File: src/rtl/rr_arbiter.sv
// Round-robin arbiter driving a mux select over NUM_INPUTS valid/ready requesters.
// A stalled grant is held until the downstream consumer accepts it.
module rr_arbiter #(
   parameter int NUM_INPUTS = 4,
   localparam int SELECT_BITS = $clog2(NUM_INPUTS)
) (
   input  logic                   i_clk,
   input  logic                   i_rst_n,
   input  logic [NUM_INPUTS-1:0]  i_valid,
   output logic [NUM_INPUTS-1:0]  o_ready,
   output logic [NUM_INPUTS-1:0]  o_grant,
   output logic [SELECT_BITS-1:0] o_select,
   output logic                   o_valid,
   input  logic                   i_ready
);

   typedef enum logic {
      ARB  = 1'b0,
      HOLD = 1'b1
   } mode_e;

   localparam logic [SELECT_BITS:0]   NUM_W    = (SELECT_BITS+1)'(NUM_INPUTS);
   localparam logic [SELECT_BITS-1:0] LAST_IDX = SELECT_BITS'(NUM_INPUTS - 1);

   mode_e                  r_mode;
   mode_e                  w_modeNext;
   logic [SELECT_BITS-1:0] r_ptr;
   logic [SELECT_BITS-1:0] w_ptrNext;
   logic [SELECT_BITS-1:0] r_heldIdx;
   logic [SELECT_BITS-1:0] w_heldNext;

   logic [SELECT_BITS:0]   w_cand;
   logic [SELECT_BITS-1:0] w_arbIdx;
   logic                   w_found;
   logic [SELECT_BITS-1:0] w_grantIdx;
   logic                   w_hasGrant;
   logic                   w_transfer;
   logic                   w_stall;

   always_ff @(posedge i_clk) begin
      if (!i_rst_n) begin
         r_mode    <= ARB;
         r_ptr     <= '0;
         r_heldIdx <= '0;
      end else begin
         r_mode    <= w_modeNext;
         r_ptr     <= w_ptrNext;
         r_heldIdx <= w_heldNext;
      end
   end

   // Rotating search: first valid index at or after r_ptr, wrapping modulo NUM_INPUTS.
   always_comb begin
      w_found  = 1'b0;
      w_arbIdx = '0;
      w_cand   = '0;
      for (int off = 0; off < NUM_INPUTS; off++) begin
         w_cand = {1'b0, r_ptr} + (SELECT_BITS+1)'(off);
         if (w_cand >= NUM_W) begin
            w_cand = w_cand - NUM_W;
         end
         if (!w_found && i_valid[w_cand[SELECT_BITS-1:0]]) begin
            w_found  = 1'b1;
            w_arbIdx = w_cand[SELECT_BITS-1:0];
         end
      end
   end

   always_comb begin
      w_grantIdx = (r_mode == HOLD) ? r_heldIdx : w_arbIdx;
      w_hasGrant = i_rst_n && ((r_mode == HOLD) || w_found);
      o_grant    = '0;
      o_select   = '0;
      o_valid    = 1'b0;
      if (w_hasGrant) begin
         o_grant[w_grantIdx] = 1'b1;
         o_select            = w_grantIdx;
         o_valid             = i_valid[w_grantIdx];
      end
      o_ready    = o_grant & {NUM_INPUTS{i_ready}};
      w_transfer = o_valid && i_ready;
      w_stall    = o_valid && !i_ready;
   end

   // A held requester that drops its valid simply releases the lock with ptr untouched.
   always_comb begin
      w_modeNext = r_mode;
      w_ptrNext  = r_ptr;
      w_heldNext = r_heldIdx;
      if (w_transfer) begin
         w_modeNext = ARB;
         w_ptrNext  = (w_grantIdx == LAST_IDX) ? '0 : w_grantIdx + 1'b1;
      end else if (w_stall) begin
         w_modeNext = HOLD;
         w_heldNext = w_grantIdx;
      end else if (r_mode == HOLD) begin
         w_modeNext = ARB;
      end
   end

endmodule

File: config.mk
export PLATFORM = sky130hd
export DESIGN_NAME = rr_arbiter
export DESIGN_NICKNAME = d
export VERILOG_FILES = /design/src/rtl/rr_arbiter.sv
export SDC_FILE = /design/constraint.sdc
export NUM_CORES = 1
export LEC_CHECK = 0
export CORE_MARGIN = 1
export CORE_UTILIZATION = 35
export CTS_CLUSTER_SIZE = 40
export DETAILED_ROUTE_END_ITERATION = 10
export DONT_BUFFER_PORTS = 1
export SLEW_MARGIN = 20
export SYNTH_ARGS = -nofsm -noshare
export SYNTH_HDL_FRONTEND = slang
export SYNTH_SLANG_ARGS = --single-unit
export TNS_END_PERCENT = 50
File: constraint.sdc
create_clock -name i_clk -period 3.29 [get_ports i_clk]
set_input_delay 0.987 -clock i_clk [delete_from_list [all_inputs] [get_ports i_clk]]
set_output_delay 0.987 -clock i_clk [all_outputs]
set_load 0.01 [all_outputs]
== Yosys cells after proc, flatten, opt, wreduce, memory -nomap -nowiden ==
Cells that the tools add are included.

* $add $sub $neg: 8
* Magnitude comparators: 10
* Equality and inequality tests: 1
* Muxes and demuxes: 30
* Bitwise gates (word level): 3
* Reductions and logical operators: 14

{| class="wikitable"
|+ Operators with widths
! kind !! count
|-
| $mux 2 || 11
|-
| $lt 2x3->1 const B || 5
|-
| $mux 1 || 12
|-
| $bmux 1 s2 || 5
|-
| $ge 3x3->1 const B || 3
|-
| $sub 2x1->2 const B || 4
|-
| $logic_and 1x1->1 || 7
|-
| $add 2x2->3 const B || 2
|-
| $and 4x4->4 || 1
|-
| $logic_not 1->1 || 4
|-
| $mux 4 || 1
|-
| $add 2x1->3 const B || 1
|-
| $ge 2x3->1 const B || 1
|-
| $add 2x1->2 const B || 1
|-
| $demux 1 s2 || 1
|-
| $eq 2x2->1 const B || 1
|-
| $ge 2x1->1 const B || 1
|-
| $not 1->1 || 2
|-
| $reduce_and 2->1 || 1
|-
| $reduce_or 2->1 || 1
|-
| $logic_or 1x1->1 || 1
|}

* Register bits: 5
* Input bits: 7
* Output and inout bits: 11
* Word-level logic and storage cells: 69

== Logic depth before layout (Yosys ltp) ==
* Word-level depth: 21
* Gate-level depth with buffers: 8
* Mapped depth without buffers: 8

== Least setup slack after synthesis ==
No wires, ideal clock.

* Path type: input-to-output
* Start: input port i_valid[2]
* End: output port o_ready[3]
* Arrival time: 2.156 ns
* Data required time: 2.303 ns
* Slack: 0.147 ns
* Cell stages on the path: 7
* Buffers on the path: 0
* Cell sequence: nor2b_1 nor4b_2 a21oi_2 o21a_1 inv_1 ha_1 and3_1

* Word-level cells in the longest chain between the ends: 19
* Elaborated cells on any way between the ends: 32
* Those cells by class: order compare: 2; mux: 20; bitwise: 1; reduce/logical: 9

{| class="wikitable"
|+ RTL lines
! what !! RTL line !! RTL
|-
| from (decl) || 9 || <nowiki>input logic [NUM_INPUTS-1:0] i_valid,</nowiki>
|-
| $bmux 1 s2 || 62 || <nowiki>if (!w_found && i_valid[w_cand[SELECT_BITS-1:0]]) begin</nowiki>
|-
| $mux 1 (not written as such) || 62 ||
|-
| $mux 1 || 62 ||
|-
| $logic_not 1->1 || 62 ||
|-
| $logic_and 1x1->1 || 62 ||
|-
| $mux 1 || 62 ||
|-
| $logic_not 1->1 || 62 ||
|-
| $logic_and 1x1->1 || 62 ||
|-
| [... 4 more ...] || - ||
|-
| $mux 2 (*) || 70 || <nowiki>w_grantIdx = (r_mode == HOLD) ? r_heldIdx : w_arbIdx;</nowiki>
|-
| net w_grantIdx[0] || 35 || <nowiki>logic [SELECT_BITS-1:0] w_grantIdx;</nowiki>
|-
| $lt 2x3->1 (not written as such) or $ge 2x1->1 (tied branches) || 76 || <nowiki>o_grant[w_grantIdx] = 1'b1;</nowiki>
|-
| $logic_and 1x1->1 (not written as such) || 76 ||
|-
| $mux 1 (not written as such) || 76 ||
|-
| $demux 1 s2 (*) || 76 ||
|-
| $mux 4 (*) || 75 || <nowiki>if (w_hasGrant) begin</nowiki>
|-
| $and 4x4->4 (*) || 80 || <nowiki>o_ready = o_grant & {NUM_INPUTS{i_ready}};</nowiki>
|-
| to (decl) || 10 || <nowiki>output logic [NUM_INPUTS-1:0] o_ready,</nowiki>
|}

The timed path passes the listed nets; every way through them passes the cells marked *. The select of a mux whose other input is x is not followed.

== Worst setup path in the final report ==
* Start: input port i_valid[0]
* End: output port o_ready[3]

Same word-level chain as after synthesis.

==> results.json <==
{
  "netlist_instances": 69,
  "leakage_nw": 0.2517,
  "crit_chain": "nor2b_2 -> nor4b_2 -> a21oi_2 -> o21a_2 -> inv_1 -> ha_1 -> and3_1",
  "outcome": "finished clean",
  "grt_pass1_vias": 479,
  "setup_violations": 0,
  "grt.total_usage_pct": 16.93,
  "cts_post_setup_buffers_inserted": 0,
  "antenna_left": 0,
  "antennaDiodeCount": 0,
  "clk_path_buf_depth": 2,
  "fin_ws_ns": 0.1084,
  "ctsHtreeMaxLevel": 1,
  "dp_hpwl_um": 979.7,
  "nFillCells": 156,
  "grt_max_degree": 12,
  "post-route-min-period_ns": 3.182,
  "power_mw": 0.2734,
  "ys_dominant_reg_cell": "dfxtp_1",
  "power.density_nw_per_um2": 463.0,
  "hp-class": "flip-flop to flip-flop",
  "hold_viol_final": 0,
  "drv_cap": 0,
  "fin_util_pct": 43.22,
  "min_period_over_period_pct": 96.71,
  "grt_pass1_wl_um": 1876,
  "seqCellArea_um2": 100.1,
  "io_pins": 18,
  "antenna_found_initial": 0,
  "ys_seq_elements": 5,
  "fp.dieH_um": 41.21,
  "mostFrequentLayoutCells": "nor2_1, nand2_1, dfxtp_1",
  "cts_tree": "built",
  "drt_iter0_drc": 5,
  "vias": 489,
  "required_ns": 2.30,
  "cp_max_fo": 7,
  "pre_cts_slack_ns": 0.06105,
  "path_delay_family": "simple AND/OR/NAND/NOR gates",
  "cts-buffers-inserted": 3,
  "initial_utilization_pct": 39.38,
  "clk_pin_slew_ns": 0.04,
  "die_x_um": 41.21,
  "area_growth_pct": 9.767,
  "cts.sinks": 5,
  "hold_buffers": 0,
  "drc": 0,
  "viasPerCell": 5.557,
  "rsz0062_at_grt": "false",
  "synth_nets": 78,
  "crit_buf_inv": 1,
  "ys_seq_area_share_pct": 18.60,
  "layout-drive-gt1-share_pct": 20.55,
  "holdWs_ns": 0.5198,
  "drt-pass1-iter-count": 2,
  "worstSkewPairLatency_ns": 0.23,
  "avgSynthCellArea_um2": 7.797,
  "cpPeakStageDelay_ns": 0.29,
  "critPathSlowestCell": "nor4b_2",
  "port_buffers": 0,
  "root_buffer": "clkbuf_4",
  "critPathKind": "primary input to output pin",
  "finalWeightedCongestion": 0.6718,
  "endpoint_kind": "output pin",
  "yosys_warnings": 0,
  "layout_commonest_cell": "nor2_1",
  "slew_violations": 0,
  "multiInputGateArea_um2": 415.4,
  "routed_wl_um": 1192,
  "finalClockSkew_ns": 0.001766,
  "worst_pin_slew_ns": 0.3860,
  "start_kind": "primary input",
  "row_count": 13,
  "tns_ns": 0,
  "wl_per_cell_um": 13.55,
  "synth.distinct_cells": 32,
  "synth-edff-count": 0,
  "fp.coreArea_um2": 1366,
  "slew_headroom_pct": 74.22,
  "grt_overflow": 0,
  "fmax_ghz": 0.3143,
  "layout.nets": 83,
  "die_area_um2": 1698,
  "ir_worst_vdd_mv": 0.2604,
  "syn_area_um2": 538.0,
  "worstPathArrival_ns": 2.19,
  "async_flop_share_pct": 0
}
==> sequential cells by signal, indices dropped and copies added, names as in the netlist <==
register,flops
r_heldIdx,2
r_ptr,2
r_mode,1
==> routing by layer <==
layer	share of wire, %	up-vias	track usage, %
met5	0	-	0
met4	0	0	4.839
met3	5.1	0	3.804
met2	47	13	30.86
met1	48	223	19.35
li1	-	253	-
==> kinds of logic (layout without fill, tap and decap cells) <==
logic type               count (synthesis)  count (layout)  synth area share, %
AND/OR/NAND/NOR                         37              37                37.91
adder cells (fa/ha/maj)                  2               2                4.650
AO/OA/AOI/OAI                           15              15                26.05
multiplexers                             4               4                8.371
flip-flops                               5               5                18.61
buffers and inverters                    6              10                4.416
==> per-stage QoR <==
step                std cells  area, µm²
floorplan                  69      538.0
global placement           84      563.0
detailed placement         84      563.0
CTS                        88      589.3
global route               88      590.6
finish                     88      590.6
==> area by class of cell <==
type / instances / area share, %
multi-input combinational: 58 / 70.34
timing repair buffer: 2 / 2.542
sequential: 5 / 16.95
tap: 15 / 3.178
inverter: 4 / 2.542
clock buffer: 4 / 4.449
==> worst register-to-register path, delay by kind of cell (launching register included) <==
family | cells | cell delay (ns)
AO/OA/AOI/OAI | 2 | 0.57
flip-flops | 1 | 0.53
multiplexers | 2 | 0.52
AND/OR/NAND/NOR | 2 | 0.34
==> power breakdown <==
part	switching [mW]	total, mW	internal, mW
Clock	0.0225	0.0682	0.0457
Combinational	0.0655	0.122	0.0567
Sequential	0.0136	0.0830	0.0695
Total	0.102	0.273	0.172
==> cell usage after synthesis (all sizes together), types with 2 or more instances <==
cell     n  area (µm²)
mux2i    3       30.03
dfxtp    5       100.1
and2     3       18.77
a21oi    4       23.77
nand2    9       36.29
and3     3       18.77
nor2b    4       27.53
o21a     3       22.52
nor2    10       37.54
nand3b   2       15.01
ha       2       25.02
inv      4       15.01
==> path summary, 6_finish.rpt <==
| check | from | to | slack, ns | cells after the start |
|---|---|---|---|---|
| worst max-delay path | i_valid[0] | o_ready[3] | 0.11 | 7 |
| worst min-delay path | r_heldIdx[0] | r_heldIdx[0] | 0.52 | 2 |
| worst min register to register | r_heldIdx[0] | r_heldIdx[0] | 0.52 | 2 |
| worst max register to register | r_mode | r_heldIdx[0] | 1.26 | 6 |
==> what timing repair did <==
action,4_1_cts,5_1_grt
gates resized for setup,0,1
endpoints found under the hold margin,0,0
setup endpoints to repair,0,2
(Power assumes the default switching activity.)
